<file path="config.mk">
export PLATFORM = sky130hd
export DESIGN_NAME = instr_fetch_unit
export DESIGN_NICKNAME = d
export VERILOG_FILES = /design/src/rtl/fetch_pkg.sv /design/src/rtl/instr_fetch_unit.sv
export SDC_FILE = /design/constraint.sdc
export NUM_CORES = 1
export LEC_CHECK = 0
export BUFFER_PORTS_ARGS = -buffer_cell sky130_fd_sc_hd__buf_4
export CAP_MARGIN = 15
export CORE_AREA = 10 10 95 117
export CTS_BUF_LIST = sky130_fd_sc_hd__clkbuf_8
export DETAILED_ROUTE_END_ITERATION = 10
export DIE_AREA = 0 0 105 127
export HOLD_SLACK_MARGIN = 0.08
export PLACE_DENSITY = 0.69
export SETUP_SLACK_MARGIN = 0.1
export SYNTH_ARGS = -nofsm -noshare
export SYNTH_HDL_FRONTEND = slang
export SYNTH_SLANG_ARGS = --single-unit
</file>
<file path="constraint.sdc">
create_clock -name Clock -period 1.9 [get_ports Clock]
set_clock_uncertainty 0.05 [all_clocks]
set_input_delay 0.19 -clock Clock [delete_from_list [all_inputs] [get_ports Clock]]
set_output_delay 0.19 -clock Clock [all_outputs]
set_load 0.01 [all_outputs]
</file>
<file path="src/rtl/fetch_pkg.sv">
// fetch_pkg: shared widths, opcode constants and FSM state type for the
// instruction fetch unit.
//   ADDR_W  : word-address width of the instruction/data memory
//   WORD_W  : memory word width
//   OP_LDI  : opcode (bits [19:16]) of the only two-word instruction
package fetch_pkg;

  localparam int ADDR_W = 5;
  localparam int WORD_W = 20;

  localparam logic [3:0]        OP_LDI    = 4'b1111;
  localparam logic [ADDR_W-1:0] PC_ONE    = 5'd1;
  localparam logic [ADDR_W-1:0] PC_ZERO   = 5'd0;
  localparam logic [WORD_W-1:0] WORD_ZERO = 20'h00000;

  typedef enum logic [0:0] {
    FETCH     = 1'b0,  // read opcode word at pc
    FETCH_IMM = 1'b1   // read immediate word at pc
  } fetch_state_t;

  // True when the word carries the two-word opcode.
  function automatic logic is_ldi(input logic [WORD_W-1:0] word);
    return (word[WORD_W-1:WORD_W-4] == OP_LDI);
  endfunction

endpackage

</file>
<file path="src/rtl/instr_fetch_unit.sv">
// instr_fetch_unit: fetches one- and two-word instructions from a shared
// single-port memory into a one-entry instruction slot with a valid/ready
// handshake. Branch redirects restart fetch at a new pc.
//
// Optional build macro: FETCH_STORE_PORT_EN adds a store port from the
// memory stage that steals the memory port for one cycle.
//
// Ports:
//   Clock, Reset                 rising-edge clock, async active-high reset
//   mem_addr/mem_q               memory address out, same-cycle read data in
//   mem_data/mem_wr_en           memory write data / enable (tied 0 without
//                                the store port)
//   instr_valid/instr_ready      slot handshake
//   instr_word/instr_imm/instr_pc  slot contents (imm 0 for one-word ops)
//   redirect_valid/redirect_pc   branch redirect
//   st_req/st_addr/st_data/st_ack  store port (FETCH_STORE_PORT_EN only)
module instr_fetch_unit
  import fetch_pkg::*;
(
  input  logic              Clock,
  input  logic              Reset,
  output logic [ADDR_W-1:0] mem_addr,
  input  logic [WORD_W-1:0] mem_q,
  output logic [WORD_W-1:0] mem_data,
  output logic              mem_wr_en,
  output logic              instr_valid,
  input  logic              instr_ready,
  output logic [WORD_W-1:0] instr_word,
  output logic [WORD_W-1:0] instr_imm,
  output logic [ADDR_W-1:0] instr_pc,
  input  logic              redirect_valid,
  input  logic [ADDR_W-1:0] redirect_pc
`ifdef FETCH_STORE_PORT_EN
  ,
  input  logic              st_req,
  input  logic [ADDR_W-1:0] st_addr,
  input  logic [WORD_W-1:0] st_data,
  output logic              st_ack
`endif
);

  fetch_state_t      state_r, state_nxt_s;
  logic [ADDR_W-1:0] pc_r, pc_nxt_s;
  logic [WORD_W-1:0] pending_r, pending_nxt_s;
  logic              valid_nxt_s;
  logic [WORD_W-1:0] word_nxt_s, imm_nxt_s;
  logic [ADDR_W-1:0] ipc_nxt_s;
  logic              slot_free_s;
  logic              store_s;

  assign slot_free_s = !instr_valid || instr_ready;

`ifdef FETCH_STORE_PORT_EN
  assign store_s = st_req;
  assign st_ack  = st_req;

  // Memory port mux: a store takes the port, otherwise fetch reads at pc.
  always_comb begin
    mem_addr  = pc_r;
    mem_data  = WORD_ZERO;
    mem_wr_en = 1'b0;
    if (store_s) begin
      mem_addr  = st_addr;
      mem_data  = st_data;
      mem_wr_en = 1'b1;
    end else begin
      mem_addr  = pc_r;
    end
  end
`else
  assign store_s   = 1'b0;
  assign mem_addr  = pc_r;
  assign mem_data  = WORD_ZERO;
  assign mem_wr_en = 1'b0;
`endif

  // Next-state logic for the fetch FSM, pc, pending opcode and the slot.
  always_comb begin
    state_nxt_s   = state_r;
    pc_nxt_s      = pc_r;
    pending_nxt_s = pending_r;
    // A handshake empties the slot unless something refills it below.
    valid_nxt_s   = instr_valid && !instr_ready;
    word_nxt_s    = instr_word;
    imm_nxt_s     = instr_imm;
    ipc_nxt_s     = instr_pc;
    if (redirect_valid) begin
      pc_nxt_s      = redirect_pc;
      state_nxt_s   = FETCH;
      valid_nxt_s   = 1'b0;
      pending_nxt_s = WORD_ZERO;
    end else if (store_s) begin
      // Memory port is busy with the store: fetch holds this cycle.
      state_nxt_s = state_r;
    end else begin
      case (state_r)
        FETCH: begin
          if (is_ldi(mem_q)) begin
            // Two-word opcode is parked even if the slot is still full.
            pending_nxt_s = mem_q;
            pc_nxt_s      = pc_r + PC_ONE;
            state_nxt_s   = FETCH_IMM;
          end else if (slot_free_s) begin
            valid_nxt_s = 1'b1;
            word_nxt_s  = mem_q;
            imm_nxt_s   = WORD_ZERO;
            ipc_nxt_s   = pc_r;
            pc_nxt_s    = pc_r + PC_ONE;
          end else begin
            pc_nxt_s = pc_r;
          end
        end
        FETCH_IMM: begin
          if (slot_free_s) begin
            valid_nxt_s = 1'b1;
            word_nxt_s  = pending_r;
            imm_nxt_s   = mem_q;
            // The opcode sat one word before the immediate (wraps at 0).
            ipc_nxt_s   = pc_r - PC_ONE;
            pc_nxt_s    = pc_r + PC_ONE;
            state_nxt_s = FETCH;
          end else begin
            pc_nxt_s = pc_r;
          end
        end
        default: begin
          state_nxt_s = FETCH;
        end
      endcase
    end
  end

  // State and slot registers.
  always_ff @(posedge Clock or posedge Reset) begin
    if (Reset) begin
      state_r     <= FETCH;
      pc_r        <= PC_ZERO;
      pending_r   <= WORD_ZERO;
      instr_valid <= 1'b0;
      instr_word  <= WORD_ZERO;
      instr_imm   <= WORD_ZERO;
      instr_pc    <= PC_ZERO;
    end else begin
      state_r     <= state_nxt_s;
      pc_r        <= pc_nxt_s;
      pending_r   <= pending_nxt_s;
      instr_valid <= valid_nxt_s;
      instr_word  <= word_nxt_s;
      instr_imm   <= imm_nxt_s;
      instr_pc    <= ipc_nxt_s;
    end
  end

endmodule

</file>
==> results of run 1 <==
## worst min-delay path by stage
stage / to / cells past startpoint / slack (ns)
floorplan: mem_addr[0]$_DFF_PP0_ / 2 / 0.26
global placement: instr_imm[8]$_DFFE_PP0P_ / 3 / 0.28
detailed placement: instr_imm[10]$_DFFE_PP0P_ / 3 / 0.29
CTS: instr_imm[16]$_DFFE_PP0P_ / 3 / 0.09
global route: instr_imm[16]$_DFFE_PP0P_ / 3 / 0.09
finish: instr_imm[16]$_DFFE_PP0P_ / 3 / 0.1
## per-layer routing
layer  up-vias  track usage (%)
li1       1330                -
met1      1220             14.2
met2        61             21.0
met3        10             4.02
met4         0             5.10
met5         -                0
## final cells by class
type	count	area, sq um
clock inverter	7	72.6
timing repair buffer	111	937
fill	882	4450
clock buffer	9	124
tap	123	154
inverter	5	22.5
multi-input combinational	250	1410
sequential	72	1800
## synthesized netlist by cell type, drive strengths merged, types with 2 or more instances
cell,n
a31oi,2
dfrtp,72
ha,2
xnor2,4
or3,2
nand3,3
nor2,10
nand2,104
a21oi,20
mux2i,20
o21ai,50
inv,5
buf,37
clkbuf,5
## flip-flops by register name (all words and copies together), names as in the netlist
register / flops
instr_imm: 20
instr_pc: 5
instr_valid: 1
instr_word: 20
mem_addr: 5
pending_r: 20
state_r: 1
## power by group through the flow
stage | clock network (mW) | logic [mW] | registers (mW)
after floorplan | 0 | 0.346 | 1.79
after global placement | 0 | 0.630 | 1.75
after detailed placement | 0 | 0.642 | 1.75
after CTS | 1.24 | 0.684 | 1.72
after global routing | 1.31 | 0.750 | 1.74
final | 1.20 | 0.673 | 1.72
## cell families after synthesis
family	Yosys count	share of synthesized area [%]
and+or+nand+nor	127	14.9
AOI/OAI and AO/OA	74	15.4
DFF	72	52.1
buffers and inverters	47	9.77
muxes	20	5.79
xor gates and xnor gates	5	1.27
adders and majority gates	2	0.723
other	1	0.108
## through the flow
step                utilization, %  cells  cell area, sq um
floorplan                        -    368              3540
global placement              45.3    535              4070
detailed placement            45.3    535              4070
CTS                           50.3    576              4510
global route                  50.4    577              4530
finish                        50.4    577              4530
## timing repair
| action | in CTS | in global routing |
|---|---|---|
| hold buffers | 25 | 0 |
| resized for setup | 0 | 1 |
| hold endpoints to repair | 117 | 0 |
| setup endpoints to repair | 0 | 32 |
## worst max-delay path, stage by stage
cell and delay, ns:
dlygate4sd3_1 0.55, buf_4 0.14, and2b_1 0.22, a211o_4 0.45, buf_12 0.21, nand2_1 0.09, o21ai_2 0.05
==> flow_summary.ini, run 1 <==
[pwr]
total_power_mw = 3.60
p_per_area_nw_per_um2 = 794
combPwrFrac_pct = 18.7
p_int_mw = 2.56
p_sw_share_pct = 28.7
switchingPower_mw = 1.03
p_leak_nw = 2.06
peakVddDrop_mv = 0.432
clkPwrFrac_pct = 33.4
p_seq_share_pct = 47.9

[placement]
gp_congestion = 0.737
dp_slack_ns = 0.236
dpl.hpwl_mm = 5.66
io_buffers = 79

[finish]
area_growth_pct = 30.8
final_common_cell = nand2_1
mostFrequentLayoutCells = 104 x nand2_1, 82 x buf_4, 71 x dfrtp_1
design.final.nets = 480
diodes = 0
drive_gt1_share_pct = 32.6

[global_routing]
antenna_found_initial = 0
grt_pass1_wl_mm = 13.6
grt_pass1_vias = 2640
grt_max_degree = 73
groute.usage.overall_pct = 12.4
grt-ovfl-total = 0

[worst_setup_path]
startpoint = mem_q[18]
crit_path_end = instr_imm[6]$_DFFE_PP0P_
cp-end-kind = flip-flop
worst-path-max-fanout = 36
r2r_start = state_r$_DFF_PP0_
r2r_slack_ns = 0.29
crit_required_ns = 2.08
critPathLaunchType = input pin
reg2reg_depth = 4
r2r_end = pending_r[1]$_DFFE_PP0P_
critPathArrivalTime_ns = 1.91
setup.worst_path.class = input pin to flip-flop

[sta]
holdWs_ns = 0.0982
tightest_slew_ns = 0.658
tns_ns = 0
setup_ws_ns = 0.176
setup_viol = 0
max_clock_freq_mhz = 580
period_share_pct = 90.8
drv_slew = 0
rsz0062_at_grt = true
period_minus_slack_ns = 1.72
finalHoldViolCount = 0
relSlewSlack_pct = 56.0

[synth]
ys_types = 31
avgSynthCellArea_sq_um = 9.94
synth_top_cell_by_area = dfrtp_1
async_flop_share_pct = 100
synth_enable_flop_cells = 0
synth_top_area_share_pct = 52.1
yosys_warnings = 0
synthFlopType = dfrtp_1
syn_area_sq_um = 3460
seq_area_frac_synth_pct = 52.1
netlist_instances = 348
synth_seq_cells = 72
synth_area_leaders = dfrtp_1 52%, nand2_1 11%, o21ai_2 10%, mux2i_1 5.8%, buf_4 4.6%

[floorplanning]
die_w_microns = 105
core_sq_um = 8980
initial_core_util_pct = 38.5
ios = 101
die_area_sq_um = 13300
die-height_microns = 127
placementRows = 39

[cts]
clk_pin_slew_worst_paths_ns = 0.08
cts.root.buffer_cell = clkbuf_8
cts.sinks = 72
clock_path_buffers = 2
clock_latency_ns = 0.34
post_cts_buffers = 0
cts_buffers = 9
htree_levels = 3
cts_tree = yes

[detailed_routing]
met2_length_mm = 4.22
firstDrtPassIters = 4
dr_total_vias = 2621
drcViolationCount = 0
drt-total-wl_mm = 8.24
wirelength_met1_mm = 3.47
avgViaCountPerCell = 4.54
dr.max_layer_used = met4
dr.first_iter.drc_count = 136
ant_nets = 0
drt-wirelength-per-cell_microns = 14.3
dr_wl_met3_microns = 439

[job]
maxCapViolCount = 0

[hold_path]
min-delay-path-class = input pin to flip-flop
hp-start = mem_q[16]

[status]
status = finished clean
Note: power is estimated with default switching activity, not from simulation.
==> run 2: changes to the inputs <==
--- a/config.mk
+++ b/config.mk
@@ -6,13 +6,13 @@
 export NUM_CORES = 1
 export LEC_CHECK = 0
 export BUFFER_PORTS_ARGS = -buffer_cell sky130_fd_sc_hd__buf_4
-export CAP_MARGIN = 15
-export CORE_AREA = 10 10 95 117
+export CAP_MARGIN = 10
+export CORE_AREA = 10 10 82 137
 export CTS_BUF_LIST = sky130_fd_sc_hd__clkbuf_8
 export DETAILED_ROUTE_END_ITERATION = 10
-export DIE_AREA = 0 0 105 127
+export DIE_AREA = 0 0 92 147
 export HOLD_SLACK_MARGIN = 0.08
-export PLACE_DENSITY = 0.69
+export PLACE_DENSITY = 0.68
 export SETUP_SLACK_MARGIN = 0.1
 export SYNTH_ARGS = -nofsm -noshare
 export SYNTH_HDL_FRONTEND = slang
==> constraint.sdc (replaced) <==
create_clock -name Clock -period 1.5 [get_ports Clock]
set_clock_uncertainty 0.05 [all_clocks]
set_input_delay 0.15 -clock Clock [delete_from_list [all_inputs] [get_ports Clock]]
set_output_delay 0.15 -clock Clock [all_outputs]
set_load 0.01 [all_outputs]
==> flow_summary.ini, run 2 (synthesis results as in run 1) <==
[worst_setup_path]
setup.worst_path.class = flip-flop to flip-flop
r2r_start = state_r$_DFF_PP0_
crit_cells = 5
crit_family = compound AO/OA/AOI/OAI gates
r2r_end = instr_word[4]$_DFFE_PP0P_
critPathArrivalTime_ns = 1.68
r2r_slack_ns = 0.008
path_cells = and2b_4 > a211o_4 > clkbuf_16 > nand2_4 > o21ai_2
cpPeakStageDelay_ns = 0.43
crit_path_end = instr_word[4]$_DFFE_PP0P_
reg2reg_depth = 5
critPathSlowestCell = a211o_4
startpoint = state_r$_DFF_PP0_
cp-end-kind = flip-flop
critPathLaunchType = flip-flop
worst-path-max-fanout = 8
crit_buf_inv = 1
crit_required_ns = 1.69

[sta]
max_clock_freq_mhz = 670
tns_ns = 0
setup_viol = 0
drv_slew = 0
period_share_pct = 99.5
period_minus_slack_ns = 1.49
finalHoldViolCount = 0
rsz0062_at_grt = true
setup_ws_ns = 0.00796

[detailed_routing]
dr.first_iter.drc_count = 124
dr_total_vias = 2929
wirelength_met1_mm = 3.80
drt-total-wl_mm = 10.8
firstDrtPassIters = 4
drt-wirelength-per-cell_microns = 18.0
drcViolationCount = 0
avgViaCountPerCell = 4.87
met2_length_mm = 6.20
dr.max_layer_used = met4
ant_nets = 0
dr_wl_met3_microns = 450

[pwr]
p_per_area_nw_per_um2 = 944
p_leak_nw = 2.51
peakVddDrop_mv = 0.624

[floorplanning]
die_area_sq_um = 13500
die-height_microns = 147
die_w_microns = 92
core_sq_um = 8980
initial_core_util_pct = 38.5
placementRows = 46
ios = 101

[cts]
cts.root.buffer_cell = clkbuf_8
clk_pin_slew_worst_paths_ns = 0.08
clock_latency_ns = 0.34
cts_tree = yes
cts.sinks = 72
clock_path_buffers = 2
htree_levels = 3
cts_buffers = 9

[global_routing]
grt_pass1_wl_mm = 14.9
grt_pass1_vias = 2979
groute.usage.overall_pct = 13.6
grt_max_degree = 43
grt-ovfl-total = 0
antenna_found_initial = 0

[job]
maxCapViolCount = 0

[finish]
drive_gt1_share_pct = 47.2
utilization_pct = 59.6
area_growth_pct = 54.8
final_common_cell = buf_4
reg_top3 = instr_imm: 20 flops, instr_word: 20 flops, pending_r: 20 flops
mostFrequentLayoutCells = 87 x buf_4, 71 x dfrtp_1, 60 x nand2_1
fill_cells = 764
design.final.nets = 507
finalNonFillerCells = 601
design_area_sq_um = 5350
multi_input_area_sq_um = 1810
diodes = 0
seq_area_sq_um = 1800

[status]
status = finished clean

[placement]
io_buffers = 79
gp_congestion = 0.764
dp.cells = 539
dpl.hpwl_mm = 6.55
dp_slack_ns = 0.00215
placed_cell_area_sq_um = 4120

[hold_path]
min-delay-path-class = input pin to asynchronous set/reset pin
-- run 2: cell types whose count changed in the layout (fill, tap and decap cells not counted), moves of 8 or more --
cell     delta
a21oi_1     -8
nand2_1    -44
nand2_2     +8
nand2_4    +36
-- run 2: how the worst min path moves through the flow --
stage	startpoint	cells past startpoint	slack, ns	to
final	Reset	3	0.25	instr_word[7]$_DFFE_PP0P_
after global routing	Reset	3	0.26	instr_word[7]$_DFFE_PP0P_
after CTS	mem_q[17]	3	0.09	instr_word[17]$_DFFE_PP0P_
after detailed placement	Reset	2	0.04	pending_r[8]$_DFFE_PP0P_
after global placement	Reset	2	0.03	instr_word[8]$_DFFE_PP0P_
after floorplan	redirect_pc[0]	2	0.22	mem_addr[0]$_DFF_PP0_
-- run 2: timing repair --
item / in CTS / in global routing
endpoints found under the hold margin: 132 / 1
pin swaps: 3 / 58
hold buffers: 31 / 1
gates resized for setup: 23 / 94
gates cloned: 0 / 13
buffers inserted: 1 / 0
endpoints found under the setup margin: 50 / 66
-- run 2: metal layers --
layer	GRT usage, %	vias to the layer above
li1	-	1366
met5	0	-
met3	4.03	22
met4	5.12	0
met2	25.3	80
met1	13.7	1461
-- run 2: area by class of cell --
type | instances | share of cell area [%]
clock inverter | 3 | 0.724
timing repair buffer | 137 | 25.2
inverter | 5 | 0.421
sequential | 72 | 33.7
tap | 120 | 2.80
multi-input combinational | 251 | 33.9
clock buffer | 13 | 3.34
-- run 2: stage by stage --
step / power, mW / hold slack (ns)
2_1_floorplan: 2.70 / 0.221
3_3_place_gp: 3.03 / 0.0340
3_5_place_dp: 3.06 / 0.0364
4_1_cts: 4.79 / 0.0872
5_1_grt: 5.28 / 0.264
6_report: 5.05 / 0.254
-- run 2: report_power, final --
group	internal, mW	switching [mW]
clock network	0.942	0.710
registers	2.08	0.159
logic	0.584	0.580
total	3.61	1.45
-- run 2: worst min-delay path: cells and delay by family --
family / cells / cell delay, ns
buffers and inverters: 3 / 0.86
